File: src/rtl/cse_axis_packer.sv
`default_nettype none
// cse_axis_packer: drains the upstream CSE holding register onto an AXI4-Stream master,
// SHIFTLENGTH_BYTES per beat, marking each element's final beat with TLAST/TKEEP.
module cse_axis_packer #(
  parameter int MAX_COMPRESSED_STREAM_ELEMENT_LENGTH_BYTES = 34,
  parameter int SHIFTLENGTH_BYTES                          = 8,
  parameter int STAT_WIDTH                                 = 32,
  localparam int MAXC = MAX_COMPRESSED_STREAM_ELEMENT_LENGTH_BYTES,
  localparam int SL   = SHIFTLENGTH_BYTES,
  localparam int CW   = (MAXC > 1) ? $clog2(MAXC) : 1,
  localparam int PW   = $clog2(SL + 1)
) (
  input  logic                  clk,
  input  logic                  reset,
  input  logic [MAXC*8-1:0]     CSEData,
  input  logic [CW-1:0]         CSEByteCount,
  output logic                  CSEShift,
  output logic                  USEReady,
  output logic [SL*8-1:0]       m_axis_tdata,
  output logic [SL-1:0]         m_axis_tkeep,
  output logic                  m_axis_tlast,
  output logic                  m_axis_tvalid,
  input  logic                  m_axis_tready,
  output logic [STAT_WIDTH-1:0] ElementsSent,
  output logic [STAT_WIDTH-1:0] BytesSent
);

  typedef enum logic [1:0] {
    S_IDLE      = 2'd0,
    S_BUSY      = 2'd1,
    S_DRAIN     = 2'd2,
    S_IDLE_WAIT = 2'd3
  } state_t;

  state_t                state_q, state_d;
  logic [SL*8-1:0]       tdata_q;
  logic [SL-1:0]         tkeep_q;
  logic                  tlast_q;
  logic                  tvalid_q;
  logic                  use_ready_q;
  logic [STAT_WIDTH-1:0] elements_q;
  logic [STAT_WIDTH-1:0] bytes_q;

  logic                  cnt_nz;
  logic                  last_beat;
  logic                  slot_free;
  logic                  cap;
  logic                  accept;
  logic [SL-1:0]         keep_d;
  logic [PW-1:0]         keep_pop;

  // Only the low beat of the CSE register is ever presented; upstream shifts the rest down.
  generate
    if (MAXC > SL) begin : g_unused_hi
      logic unused_hi;
      assign unused_hi = ^CSEData[MAXC*8-1:SL*8];
    end
  endgenerate

  assign cnt_nz    = (CSEByteCount != '0);
  assign last_beat = (32'(CSEByteCount) <= 32'(SL));
  assign slot_free = !tvalid_q || m_axis_tready;
  assign accept    = tvalid_q && m_axis_tready;
  assign cap       = !reset && (state_q != S_IDLE_WAIT) && cnt_nz && slot_free;

  always_comb begin
    keep_d = '0;
    for (int i = 0; i < SL; i++) begin
      keep_d[i] = (32'(CSEByteCount) > 32'(i));
    end
  end

  always_comb begin
    keep_pop = '0;
    for (int i = 0; i < SL; i++) begin
      keep_pop = keep_pop + PW'(tkeep_q[i]);
    end
  end

  // IDLE offers USEReady for a single cycle; IDLE_WAIT then covers the upstream load.
  always_comb begin
    state_d = state_q;
    unique case (state_q)
      S_IDLE: begin
        if (cnt_nz) begin
          state_d = (cap && last_beat) ? S_DRAIN : S_BUSY;
        end else begin
          state_d = S_IDLE_WAIT;
        end
      end
      S_IDLE_WAIT: state_d = cnt_nz ? S_BUSY : S_IDLE;
      S_BUSY: begin
        if (cap && last_beat) begin
          state_d = S_DRAIN;
        end
      end
      S_DRAIN: begin
        if (accept && tlast_q) begin
          state_d = S_IDLE;
        end
      end
      default: state_d = S_IDLE;
    endcase
  end

  always_ff @(posedge clk or posedge reset) begin
    if (reset) begin
      state_q     <= S_IDLE;
      tdata_q     <= '0;
      tkeep_q     <= '0;
      tlast_q     <= 1'b0;
      tvalid_q    <= 1'b0;
      use_ready_q <= 1'b0;
      elements_q  <= '0;
      bytes_q     <= '0;
    end else begin
      state_q     <= state_d;
      use_ready_q <= (state_d == S_IDLE);
      if (cap) begin
        tdata_q  <= CSEData[SL*8-1:0];
        tkeep_q  <= keep_d;
        tlast_q  <= last_beat;
        tvalid_q <= 1'b1;
      end else if (m_axis_tready) begin
        tvalid_q <= 1'b0;
      end
      if (accept) begin
        bytes_q <= bytes_q + STAT_WIDTH'(keep_pop);
        if (tlast_q) begin
          elements_q <= elements_q + STAT_WIDTH'(1);
        end
      end
    end
  end

  assign CSEShift      = cap;
  assign USEReady      = use_ready_q;
  assign m_axis_tdata  = tdata_q;
  assign m_axis_tkeep  = tkeep_q;
  assign m_axis_tlast  = tlast_q;
  assign m_axis_tvalid = tvalid_q;
  assign ElementsSent  = elements_q;
  assign BytesSent     = bytes_q;

endmodule
`default_nettype wire
File: config.mk
export PLATFORM = sky130hd
export DESIGN_NAME = cse_axis_packer
export DESIGN_NICKNAME = d
export VERILOG_FILES = /design/src/rtl/cse_axis_packer.sv
export SDC_FILE = /design/constraint.sdc
export NUM_CORES = 1
export LEC_CHECK = 0
export BUFFER_PORTS_ARGS = -buffer_cell sky130_fd_sc_hd__buf_4
export CAP_MARGIN = 10
export CORE_AREA = 3 3 164 166
export CTS_CLUSTER_DIAMETER = 150
export DETAILED_ROUTE_END_ITERATION = 8
export DIE_AREA = 0 0 167 169
export PLACE_DENSITY_LB_ADDON = 0.3
export SLEW_MARGIN = 20
export SYNTH_ARGS = -nofsm -noshare
export SYNTH_HDL_FRONTEND = slang
export SYNTH_SLANG_ARGS = --single-unit
File: constraint.sdc
create_clock -name clk -period 8.9 [get_ports clk]
set_input_delay 0 -clock clk [delete_from_list [all_inputs] [get_ports clk]]
set_output_delay 0 -clock clk [all_outputs]
set_load 0.01 [all_outputs]
Word-level counts from Yosys, hierarchy flattened
Cells that the tools add are included.
{ "totals": {"output_inout_bits": 140, "regBits": 141} }
{ "op_classes": {"eq_ne": 4, "mux": 8, "addsub": 9, "n_reduce_logical": 14, "magnitude_cmp": 9} }
{ "op_table": {"columns": ["operator", "n"], "rows": [
  ["$add 32x1->32 const B", 1],
  ["$add 32x4->32", 1],
  ["$gt 6x3->1 const B", 4],
  ["$add 4x1->4", 4],
  ["$gt 6x1->1 const B", 2],
  ["$gt 6x2->1 const B", 2],
  ["$mux 2", 4],
  ["$pmux 2 s4", 1],
  ["$le 6x4->1 const B", 1],
  ["$logic_and 1x1->1", 6],
  ["$reduce_bool 6->1", 1],
  ["$add 3x1->4", 1],
  ["$eq 2x2->1 const B", 2],
  ["$logic_not 2->1", 2],
  ["$add 2x1->3", 1],
  ["$mux 1", 3],
  ["$add 1x1->2", 1],
  ["$eq 2x1->1 const B", 1],
  ["$logic_not 1->1", 2],
  ["$ne 2x2->1 const B", 1],
  ["$reduce_and 2->1", 1],
  ["$reduce_bool 2->1", 1],
  ["$logic_or 1x1->1", 1]
]} }

Depth between registers and ports, before layout
{ "depth": {"word_depth": 9, "mapped_depth": 11} }

Worst setup path after synthesis
OpenSTA, ideal clock, no wires.
{ "synth_path": {"path_type": "register to register", "from": "register tkeep_q[0], in the netlist m_axis_tkeep[0]", "to": "register bytes_q[28], in the netlist BytesSent[28]", "required_ns": 8.774, "setup_time_ns": 0.126, "setup_slack_ns": 5.388, "n_path_buf": 0, "arrival_ns": 3.386, "stages_incl_launch_ff": 12, "cell_sequence": "dfrtp_1 > fa_1 > inv_1 > fa_1 > fa_1 > fa_1 > inv_1 > fa_1 > a31oi_1 > nor4_4 > nand3_1 > xnor2_1"} }
{ "synth_via": {"elab_chain_cells": 8} }
{ "synth_lines": {"columns": ["item", "line_no", "source"], "rows": [
  ["start, declared", "37", "logic [SL-1:0] tkeep_q;"],
  ["start signal, assigned", "121", "tkeep_q <= keep_d;"],
  ["$add 1x1->2", "76", "keep_pop = keep_pop + PW'(tkeep_q[i]);"],
  ["$add 2x1->3", "76", null],
  ["$add 3x1->4", "76", null],
  ["$add 4x1->4 (4 in series)", "76", null],
  ["$add 32x4->32", "128", "bytes_q <= bytes_q + STAT_WIDTH'(keep_pop);"],
  ["end signal, assigned", "128", null],
  ["end, declared", "42", "logic [STAT_WIDTH-1:0] bytes_q;"]
]} }
No other way between the ends.
A chain may end at the register's enable or synchronous reset.

Worst setup path after layout
{ "layout_path": {"from": "register tkeep_q[0], in the netlist m_axis_tkeep[0]", "to": "register bytes_q[17], in the netlist BytesSent[17]"} }
Same word-level chain as after synthesis.

==> metrics.cfg <==
[critical_path]
path_max_fanout = 4
r2r_cells = 10
end_kind = flip-flop
path_class = flip-flop to flip-flop
critPathMaxStageDelay_ns = 0.66
reg2reg_from = m_axis_tkeep[0]$_DFFE_PP0P_
crit_arrival_ns = 4.23
crit_start = m_axis_tkeep[0]$_DFFE_PP0P_
worst-path-buf-inv = 1
crit_top_cell = fa_1
start_kind = flip-flop
cp.depth = 10
required_ns = 9.20
crit_path_top_delay_cell = a211oi_1
critical_path.top_delay_family = adder cells
path_cells = fa_1, inv_1, fa_1, fa_1, fa_1, nor2b_1, o2111ai_1, a211oi_1, nand4_1, xnor2_1

[detailed_routing]
firstDrtPassIters = 4
vias = 5035
drtIter0Drc = 215
drc = 0
postRouteAntennaNets = 0
viasPerCell = 4.13
drt_wl_total_um = 17400
post_drt_wl_per_cell_um = 14.3

[cts]
cts_tree = built
ctsResizeCount = 0
clockBufferDepth = 2
clock_sinks = 141
root_buffer = clkbuf_16
clk_pin_slew_worst_paths_ns = 0.07
clkLatencyLatePin_ns = 0.41
htree_levels = 4
post_cts_buffers = 0
cts_buffers = 17

[logic_synthesis]
synth_area_leaders = dfrtp_1, nand2_1, xnor2_1, xor2_1, fa_1
synth_largest_area_cell = dfrtp_1
ys.flop_type = dfrtp_1
synthCells = 585
ys_ff_latch = 141
synth_top_area_share_pct = 58.4
synth_nets = 878
yosys_warnings = 0
ys_top_cells_by_count = nand2_1, dfrtp_1, xnor2_1, nand3_1, xor2_1
async_reset_ff_share_pct = 100
synth_cell_type_count = 44
ys_seq_area_share_pct = 58.4
syn_area_um2 = 6040
synth_edf_count = 0
post-synth-top-count-cell = nand2_1
synth_area_per_cell_um2 = 10.3

[final_layout]
syn_to_final_growth_pct = 53.0
nets = 1165
drive_gt1_share_pct = 29.0
diodes = 0

[sta]
fmax_ghz = 0.255
min_period_over_period_pct = 44.1
max_slew_margin_pct = 29.3
setup_viol_count_final = 0
hold_violations = 0
rsz0062_at_grt = false
slew_viol_final = 0
fin_tns_setup_ns = 0
post-route-min-period_ns = 3.93
skew_ns = 0.0127
tightest_slew_ns = 1.05

[pwr]
pwr-share-seq_pct = 37.4
power.clock.fraction_pct = 27.9
internal_power_mw = 1.59
p_per_area_nw_per_um2 = 265
irDropWorstVdd_v = 0.000123
p_leak_nw = 4.65
p_sw_uw = 859
p_comb_share_pct = 34.7
swShare_pct = 35.1
p_total_mw = 2.45

[hold_path]
hold_start = CSEByteCount[5]
min_path_type = input pin to flip-flop
worstHoldPathCells = 3

[placed_design]
io_buffers = 212
dp_hpwl_um = 11900
gp_routability_congestion = 0.730

[grt]
grtUsageTotal_pct = 12.5
first_global_vias = 5309
grt-ovfl-total = 0
grt_max_degree = 84
grt_pass1_wl_um = 28600
antenna_found_initial = 1

[floorplan]
coreArea_um2 = 25800
num_rows = 59
dieArea_um2 = 28200
initial_utilization_pct = 23.4
dieHeight_um = 169
io_pins = 421
die_w_um = 167

[outcome]
status = finished, final reports clean

[job]
max-cap-violations = 0

-- final cells by class --
class,instances,area (µm²)
multi-input combinational,412,2350
clock buffer,21,470
tap,335,419
sequential,141,3530
timing repair buffer,285,2320
clock inverter,11,85.1
fill,2590,16500
inverter,15,61.3
-- layer usage --
metal	track usage (%)	share of wire [%]	wire length, µm
met1	16.3	45	7910
met2	19.1	44	7690
met3	5.30	9.2	1610
met4	3.48	1.1	186
met5	0	0.075	13
-- path summary, 6_finish.rpt --
kind	slack (ns)	endpoint
max	4.97	BytesSent[17]$_DFFE_PP0P_
min	0.02	state_q[1]$_DFF_PP0_
max reg2reg	4.97	BytesSent[17]$_DFFE_PP0P_
min reg2reg	0.47	m_axis_tdata[19]$_DFFE_PP0P_
max in group asynchronous	7.29	m_axis_tdata[47]$_DFFE_PP0P_
min in group asynchronous	0.33	state_q[0]$_DFF_PP0_
-- registers in the layout (all words and copies together) (netlist names) --
name / count
ElementsSent: 32
m_axis_tlast: 1
state_q: 2
USEReady: 1
m_axis_tdata: 64
m_axis_tvalid: 1
BytesSent: 32
m_axis_tkeep: 8
-- through the flow --
step / worst slack (ns) / utilization [%] / cells / hold WS (ns) / cell area (µm²)
2_1_floorplan: 5.12 / - / 585 / 0.0921 / 6040
3_5_place_dp: 4.95 / 30.9 / 1117 / 0.193 / 7970
3_3_place_gp: 5.08 / 30.9 / 1117 / 0.189 / 7970
4_1_cts: 4.95 / 35.9 / 1220 / 0.00767 / 9240
6_report: 4.97 / 35.9 / 1220 / 0.0232 / 9240
5_1_grt: 4.78 / 35.9 / 1220 / 0.0151 / 9240
-- placed cells by master (no fill, tap or decap), drive strengths merged, types with 3 or more instances in the layout --
cell type      n
ha             7
fa             5
and4           8
nor2          11
nand2        221
buf          214
and2           6
xnor2         46
xor2          15
nand4         12
or3            3
nand3         21
clkinv         6
a21oi          6
dfrtp        141
clkbuf        21
nor3           7
dlygate4sd3   71
and3           7
clkinvlp       3
nor4           4
o21ai          9
a2111oi        3
inv           17
-- kinds of logic after synthesis --
family	share of synthesized area, %
compound gates	3.61
fa+ha+maj	3.11
mux	0.373
buf+inv	2.55
flops	58.4
xor+xnor	8.85
simple gates	23.1
-- power groups by stage --
stage	registers [mW]	logic, mW	clock network (mW)
after floorplan	0.983	0.377	0
after global placement	0.918	0.829	0
after detailed placement	0.921	0.845	0
after CTS	0.915	0.868	0.705
after global routing	0.942	0.963	0.734
final	0.915	0.851	0.684
-- worst min-delay path: stages --
cell and delay, ns:
buf_4 0.10, a2111oi_4 0.04, o31a_1 0.26
-- what timing repair did --
| item | 4_1_cts | 5_1_grt |
|---|---|---|
| setup endpoints to repair | 0 | 0 |
| hold buffers | 71 | 0 |
| hold endpoints to repair | 155 | 0 |
No activity file was read; power rests on OpenSTA's default activity.
